### config.mk
export PLATFORM = sky130hd
export DESIGN_NAME = flash_arbiter
export DESIGN_NICKNAME = d
export VERILOG_FILES = /design/src/rtl/flash_arbiter.sv
export SDC_FILE = /design/constraint.sdc
export NUM_CORES = 1
export LEC_CHECK = 0
export CAP_MARGIN = 20
export CORE_ASPECT_RATIO = 1.4
export CORE_MARGIN = 4
export CORE_UTILIZATION = 43
export CTS_CLUSTER_SIZE = 10
export DETAILED_ROUTE_END_ITERATION = 7
export MAX_ROUTING_LAYER = met4
export PLACE_DENSITY_LB_ADDON = 0.25
export SLEW_MARGIN = 20
export SYNTH_ARGS = -nofsm -noshare
export SYNTH_HDL_FRONTEND = slang
export SYNTH_SLANG_ARGS = --single-unit
### constraint.sdc
create_clock -name clock -period 2.7 [get_ports clock]
set_input_delay 0.27 -clock clock [delete_from_list [all_inputs] [get_ports clock]]
set_output_delay 0.27 -clock clock [all_outputs]
set_load 0.005 [all_outputs]
### src/rtl/flash_arbiter.sv
// Two-port round-robin arbiter in front of the SPI flash byte reader.
// Grants are held for a burst; after MAX_BURST bytes a waiting port forces a handoff.
module flash_arbiter #(
  parameter int ADDR_W    = 24,
  parameter int MAX_BURST = 256
) (
  input  logic              clock,
  input  logic              reset,
  input  logic              req0_valid,
  input  logic [ADDR_W-1:0] req0_addr,
  output logic              req0_ready,
  output logic [7:0]        req0_rdata,
  input  logic              req1_valid,
  input  logic [ADDR_W-1:0] req1_addr,
  output logic              req1_ready,
  output logic [7:0]        req1_rdata,
  output logic              mem_valid,
  output logic [ADDR_W-1:0] mem_addr,
  input  logic              mem_ready,
  input  logic [7:0]        mem_rdata,
  output logic [1:0]        grant,
  output logic              busy
);

  typedef enum logic [1:0] {IDLE, GNT0, GNT1} state_t;

  localparam logic [16:0] BURST_LIM = 17'(MAX_BURST);

  state_t            state, state_next;
  logic              last, last_next;
  logic              inflight, inflight_next;
  logic [ADDR_W-1:0] addr_lat, addr_lat_next;
  logic [15:0]       burst_cnt, burst_next;

  logic              own_valid, other_valid;
  logic [ADDR_W-1:0] own_addr;
  logic [16:0]       burst_inc;
  logic              limit_hit;

  always_ff @(posedge clock) begin
    if (reset) begin
      state     <= IDLE;
      last      <= 1'b1;
      inflight  <= 1'b0;
      addr_lat  <= '0;
      burst_cnt <= '0;
    end else begin
      state     <= state_next;
      last      <= last_next;
      inflight  <= inflight_next;
      addr_lat  <= addr_lat_next;
      burst_cnt <= burst_next;
    end
  end

  always_comb begin
    own_valid   = (state == GNT1) ? req1_valid : req0_valid;
    other_valid = (state == GNT1) ? req0_valid : req1_valid;
    own_addr    = (state == GNT1) ? req1_addr  : req0_addr;
    burst_inc   = {1'b0, burst_cnt} + 17'd1;
    limit_hit   = (burst_inc >= BURST_LIM);

    // Once a transfer is in flight the latched address drives flashmem,
    // even if the owner has dropped valid or moved its address.
    mem_valid = (state != IDLE) && (inflight || own_valid);
    mem_addr  = '0;
    if (state != IDLE)
      mem_addr = inflight ? addr_lat : own_addr;

    req0_ready = (state == GNT0) && mem_ready;
    req1_ready = (state == GNT1) && mem_ready;
    req0_rdata = mem_rdata;
    req1_rdata = mem_rdata;
    grant      = {state == GNT1, state == GNT0};
    busy       = (state != IDLE) && mem_valid;
  end

  always_comb begin
    state_next    = state;
    last_next     = last;
    inflight_next = inflight;
    addr_lat_next = addr_lat;
    burst_next    = burst_cnt;

    case (state)
      IDLE: begin
        if (req0_valid && req1_valid)
          state_next = last ? GNT0 : GNT1;
        else if (req0_valid)
          state_next = GNT0;
        else if (req1_valid)
          state_next = GNT1;
        if (req0_valid || req1_valid)
          burst_next = '0;
      end
      default: begin
        if (mem_ready) begin
          inflight_next = 1'b0;
          burst_next    = limit_hit ? BURST_LIM[15:0] : burst_inc[15:0];
          if (limit_hit && other_valid) begin
            state_next = IDLE;
            last_next  = (state == GNT1);
          end
        end else if (!inflight && !own_valid) begin
          state_next = IDLE;
          last_next  = (state == GNT1);
        end else if (!inflight) begin
          inflight_next = 1'b1;
          addr_lat_next = own_addr;
        end
      end
    endcase
  end

endmodule

==> results.py, run 1 <==
metrics = {
    "outcome": {
        "status": "complete, no violations",
    },
    "critical_path": {
        "rrSetupSlack_ps": 410,
        "cp_slowest_stage_delay_ps": 550,
        "worstSetupPathType": "flip-flop to primary output",
        "required_ps": 2430,
        "cp.arrival_ps": 2030,
        "cp-start-kind": "flip-flop",
        "crit_path_max_fanout": 24,
        "end_kind": "primary output",
        "critPathSlowestCell": "clkdlybuf4s50_1",
        "crit_chain": "inv_1, buf_4, a21oi_1, clkdlybuf4s50_1",
    },
    "floorplan": {
        "num_io_pins": 107,
        "initial_core_util_pct": 45.2,
        "die_y_um": 99.2,
        "rows": 32,
        "die_w_um": 73.1,
        "dieArea_um2": 7250,
        "coreArea_um2": 5650,
    },
    "cells_and_area": {
        "nNetsFinal": 459,
        "seq_area_um2": 881,
        "area_growth_pct": 35.2,
        "fillers": 505,
        "diodes": 0,
        "drive_gt1_share_pct": 9.30,
        "design_area_um2": 3450,
        "multi_input_area_um2": 1410,
    },
    "logic_synthesis": {
        "ys_types": 49,
        "yosys.area.top_type": "dfxtp_1",
        "ys_async_sr_fraction_pct": 0,
        "synth-warning-count": 0,
        "synth-seq-area-share_pct": 34.5,
        "synth.most_common_cell": "dfxtp_1",
        "synthesis.area_um2": 2550,
        "synth_fp_nets": 398,
        "postSynthCellCount": 336,
        "synth-seq-cells": 44,
        "synth_top_area_share_pct": 34.5,
        "synth_common_cells": "dfxtp_1, a21oi_1, nor2_1",
        "ys.flop_type": "dfxtp_1",
        "synth-edff-count": 0,
        "avgSynthCellArea_um2": 7.60,
        "synth_area_leaders": "dfxtp_1, a21oi_1, a22oi_1",
    },
    "clock_network": {
        "clock_latency_ps": 300,
        "cts_buffers": 5,
        "clock-sinks": 44,
        "tritoncts": "yes",
        "htree_levels": 2,
        "cts-root-buf": "clkbuf_8",
        "path_clk_slew_ps": 90,
        "cts_max_path_buffers": 2,
        "cts_setup_buffers": 0,
        "cts_resized": 0,
        "ctsHoldBuffers": 0,
    },
    "detailed_routing": {
        "via_per_inst": 5.72,
        "drtPass1Iterations": 4,
        "vias": 2664,
        "finalWirelength_um": 7170,
        "postRouteAntennaNets": 0,
        "drc_errors": 0,
        "wl_per_cell_um": 15.4,
        "drt_iter0_markers": 165,
    },
    "power": {
        "power_density_nw_per_um2": 508,
        "total_power_uw": 1750,
        "p_sw_share_pct": 29.1,
        "power_frac_clock_pct": 30.0,
        "ir_drop_uv": 287,
        "combPwrFrac_pct": 29.9,
        "power_frac_seq_pct": 40.1,
        "switchingPower_uw": 511,
        "power_leakage_uw": 0.00121,
        "p_int_uw": 1240,
    },
    "global_route": {
        "grt_pass1_wl_um": 11800,
        "grt_max_degree": 30,
        "gr-usage-all-layers_pct": 20.4,
        "antenna_found_initial": 0,
        "grt_pass1_vias": 2568,
        "grt.overflow.total": 0,
    },
    "timing": {
        "finalCritPeriodShare_pct": 85.1,
        "worstMarginPinSlew_ps": 760,
        "hold_viol": 0,
        "fmax_ghz": 0.435,
        "finalClockSkew_ps": 2.86,
        "setup_viol_count_final": 0,
        "maxSlewHeadroom_pct": 49.2,
        "finalCriticalPeriod_ps": 2300,
        "fin_setup_tns_ps": 0,
        "rsz0062_at_grt": "false",
        "slew_viol_final": 0,
    },
    "placement": {
        "dp_hpwl_um": 5020,
        "gp_congestion": 0.810,
        "port_buffers": 82,
        "postPlaceCellArea_um2": 3340,
    },
    "run": {
        "drv_cap": 0,
    },
    "worst_hold_path": {
        "hp-class": "flip-flop to flip-flop",
    },
}
==> metrics by stage <==
| stage | instances | setup WS, ps | utilization [%] | hold WS, ps |
|---|---|---|---|---|
| after detailed placement | 458 | 357 | 59.1 | 467 |
| final | 466 | 402 | 61.2 | 492 |
| after global placement | 458 | 444 | 59.1 | 466 |
| after CTS | 466 | 416 | 61.2 | 495 |
| after floorplan | 336 | 636 | - | 445 |
| after global routing | 466 | 224 | 61.2 | 507 |
==> power by group through the flow <==
stage,Combinational (µW),Clock [µW],Sequential (µW)
global placement,519,0,718
global route,572,559,709
CTS,525,534,703
floorplan,268,0,711
finish,524,526,704
detailed placement,522,0,717
==> cells in the final DEF (no fill, tap or decap), types with 2 or more instances in the layout <==
| cell type | instances |
|---|---|
| a21oi_1 | 38 |
| a21oi_2 | 2 |
| a22oi_1 | 24 |
| and2_1 | 12 |
| buf_4 | 15 |
| clkbuf_8 | 5 |
| clkdlybuf4s50_1 | 82 |
| dfxtp_1 | 44 |
| inv_1 | 6 |
| nand2_1 | 18 |
| nand2b_1 | 2 |
| nand3_1 | 4 |
| nand3b_1 | 2 |
| nand4_1 | 5 |
| nor2_1 | 39 |
| nor2b_1 | 2 |
| nor3_1 | 4 |
| o2111ai_1 | 5 |
| o21a_1 | 2 |
| o21ai_0 | 31 |
| o22ai_1 | 24 |
| or3b_2 | 2 |
| xnor2_1 | 2 |
==> logic make-up (layout without fill, tap and decap cells) <==
family                     count (synthesis)  in the layout  synth area share, %
adders and majority gates                  1              1                0.490
muxes                                      3              3                 1.42
buffers and inverters                     50            112                 10.3
AOI/OAI and AO/OA                        137            137                 33.1
and+or+nand+nor                           98             98                 19.2
xor gates and xnor gates                   3              3                 1.03
DFF                                       44             44                 34.5
==> flip-flops by register name, indices dropped and copies added, names as in the netlist <==
| register | count |
|---|---|
| state | 2 |
| inflight | 1 |
| addr_lat | 24 |
| last | 1 |
| burst_cnt | 16 |
==> critical path: cells and delay by family, from the launching register on <==
family | cells | cell delay, ps
AOI/OAI and AO/OA | 1 | 240
buffers and inverters | 3 | 1020
DFF | 1 | 470
==> layer usage <==
| layer | up-vias | global-route usage, % | wire, µm |
|---|---|---|---|
| li1 | 1329 | - | - |
| met1 | 1247 | 25.7 | 3110 |
| met2 | 78 | 32.8 | 3540 |
| met3 | 10 | 4.65 | 437 |
| met4 | 0 | 4.97 | 80 |
| met5 | - | - | 0 |
==> worst paths after layout <==
check,endpoint,start,cells after the start
worst max-delay path,mem_addr[12],state[0]$_SDFFE_PP0P_,4
worst min-delay path,burst_cnt[1]$_SDFFE_PP0P_,burst_cnt[1]$_SDFFE_PP0P_,2
worst max register to register,state[0]$_SDFFE_PP0P_,burst_cnt[7]$_SDFFE_PP0P_,6
worst min register to register,burst_cnt[1]$_SDFFE_PP0P_,burst_cnt[1]$_SDFFE_PP0P_,2
==> layout make-up <==
class | instances | share of cell area, %
well taps | 68 | 2.46
repair buffers | 97 | 27.0
clock inverters | 3 | 1.34
flip-flops and latches | 44 | 25.5
clock buffers | 5 | 1.99
inverters | 7 | 0.761
multi-input cells | 242 | 40.9
Power figures use the tool's default switching activity.
==> run 2: changes to the inputs <==
--- a/config.mk
+++ b/config.mk
@@ -11,6 +11,7 @@
 export CORE_UTILIZATION = 43
 export CTS_CLUSTER_SIZE = 10
 export DETAILED_ROUTE_END_ITERATION = 7
+export GPL_TIMING_DRIVEN = 0
 export MAX_ROUTING_LAYER = met4
 export PLACE_DENSITY_LB_ADDON = 0.25
 export SLEW_MARGIN = 20
==> run 2 against run 1 <==
Net effect: worst hold slack worse by 81 ps; sequential cell count unchanged; critical path type unchanged; combinational power up 9.0%; non-clock buffer count up 43; register-to-register slack worse by 70 ps; via count up 8.2%; sequential power about the same; clock power up 5.5%.
==> results.py, run 2 (synthesis results as in run 1) <==
metrics = {
    "cells_and_area": {
        "fillers": 505,
        "largest_reg_flops": 24,
        "final_common_cell": "clkdlybuf4s50_1",
        "top_regs": "addr_lat: 24 flops, burst_cnt: 16 flops, state: 2 flops",
        "top_register": "addr_lat",
        "area_growth_pct": 46.9,
        "layout_common_cells": "clkdlybuf4s50_1, dfxtp_1, a21oi_1, nor2_1, o21ai_0",
        "diodes": 0,
        "nNetsFinal": 502,
        "utilization_pct": 66.4,
        "drive_gt1_share_pct": 11.8,
    },
    "run": {
        "drv_cap": 0,
    },
    "timing": {
        "maxSlewHeadroom_pct": 55.7,
        "setup_viol_count_final": 0,
        "worstMarginPinSlew_ps": 662,
        "finalCriticalPeriod_ps": 2570,
        "rsz0062_at_grt": "true",
        "slew_viol_final": 0,
        "hold_viol": 0,
        "fmax_ghz": 0.389,
        "setup_slack_ps": 128,
        "finalCritPeriodShare_pct": 95.3,
        "finalClockSkew_ps": 8.36,
    },
    "critical_path": {
        "critPathSlowestCell": "clkdlybuf4s50_1",
        "crit_start": "inflight$_SDFFE_PP0P_",
        "rrSetupSlack_ps": 340,
        "cp_slowest_stage_delay_ps": 560,
        "cp.arrival_ps": 2300,
        "crit_path_max_fanout": 10,
        "required_ps": 2430,
        "cp-start-kind": "flip-flop",
        "end_kind": "primary output",
        "crit_chain": "clkinvlp_4, nand2_2, clkbuf_2, o22ai_1, a21oi_1, clkdlybuf4s50_1",
        "worst_r2r_startpoint": "state[0]$_SDFFE_PP0P_",
        "worstSetupPathType": "flip-flop to primary output",
    },
    "power": {
        "ir_drop_uv": 300,
        "power_leakage_uw": 0.00136,
        "power_density_nw_per_um2": 488,
    },
    "worst_hold_path": {
        "hold_start": "req0_valid",
        "hp-class": "input pin to flip-flop",
    },
    "clock_network": {
        "ctsHoldBuffers": 0,
        "clock-sinks": 44,
        "htree_levels": 2,
        "tritoncts": "yes",
        "path_clk_slew_ps": 80,
        "cts_buffers": 5,
        "clock_latency_ps": 300,
        "cts_max_path_buffers": 2,
        "cts-root-buf": "clkbuf_8",
    },
    "floorplan": {
        "die_y_um": 99.2,
        "coreArea_um2": 5650,
        "num_io_pins": 107,
        "die_w_um": 73.1,
        "dieArea_um2": 7250,
        "initial_core_util_pct": 45.2,
        "rows": 32,
    },
    "detailed_routing": {
        "drc_errors": 0,
        "wl_per_cell_um": 15.6,
        "finalWirelength_um": 7940,
        "drt_iter0_markers": 158,
        "postRouteAntennaNets": 0,
        "via_per_inst": 5.66,
        "vias": 2883,
        "drtPass1Iterations": 4,
    },
    "outcome": {
        "status": "complete, no violations",
    },
    "global_route": {
        "grt_max_degree": 14,
        "grt_pass1_wl_um": 12900,
        "grt.overflow.total": 0,
        "gr-usage-all-layers_pct": 22.3,
        "antenna_found_initial": 0,
        "grt_pass1_vias": 2922,
    },
    "placement": {
        "port_buffers": 97,
        "gp_congestion": 0.805,
        "pre_cts_slack_ps": 50.4,
        "dp_hpwl_um": 6010,
    },
}
run 2: cell count changes in the layout (fill, tap and decap cells not counted), sizes merged:
| cell | previous run | this run |
|---|---|---|
| buf | 15 | 22 |
| clkbuf | 5 | 28 |
| clkdlybuf4s50 | 82 | 97 |
| clkinv | 1 | 0 |
| inv | 7 | 6 |
run 2: timing repair:
item / 4_1_cts / 5_1_grt
setup endpoints to repair: 20 / 21
hold endpoints to repair: 0 / 0
resized for setup: 2 / 12
setup buffers: 0 / 0
run 2: worst max-delay path, delay by kind of cell, from the launching register on:
family / cells / cell delay (ps)
AND/OR/NAND/NOR: 1 / 200
AO/OA/AOI/OAI: 2 / 330
buffers and inverters: 3 / 1060
flip-flops: 1 / 410
run 2: final timing paths:
check,end,cells after the start
hold / removal,state[0]$_SDFFE_PP0P_,3
setup reg to reg,addr_lat[0]$_SDFFE_PP0P_,9
hold reg to reg,burst_cnt[15]$_SDFFE_PP0P_,1
setup / recovery,mem_addr[15],6
run 2: cell type report:
type / instances / area, µm² / share of cell area [%]
multi-input cells: 242 / 1410 / 37.6
repair buffers: 97 / 971 / 25.9
flip-flops and latches: 44 / 881 / 23.5
plain buffers: 43 / 246 / 6.57
clock buffers: 7 / 96.3 / 2.57
well taps: 68 / 85.1 / 2.27
clock inverters: 1 / 30.0 / 0.801
inverters: 7 / 30.0 / 0.801
run 2: through the flow:
| step | setup TNS [ps] | area, µm² | hold WS [ps] | power (µW) | cells |
|---|---|---|---|---|---|
| after floorplan | 0 | 2550 | 445 | 980 | 336 |
| after global placement | 0 | 3610 | 459 | 1270 | 501 |
| after detailed placement | 0 | 3610 | 470 | 1280 | 501 |
| after CTS | 0 | 3740 | 398 | 1830 | 509 |
| after global routing | -6.27 | 3750 | 430 | 1910 | 509 |
| final | 0 | 3750 | 411 | 1830 | 509 |
run 2: report_power, final:
| part | switching [µW] | internal (µW) |
|---|---|---|
| logic | 258 | 312 |
| registers | 23.5 | 681 |
| clock network | 229 | 327 |
| total | 511 | 1320 |
run 2: layer usage:
layer / vias up / global-route usage [%] / wire, µm
met5: - / - / 0
met4: 0 / 6.11 / 80
met3: 8 / 3.94 / 450
met2: 94 / 41.8 / 4360
met1: 1370 / 23.1 / 3040
li1: 1411 / - / -
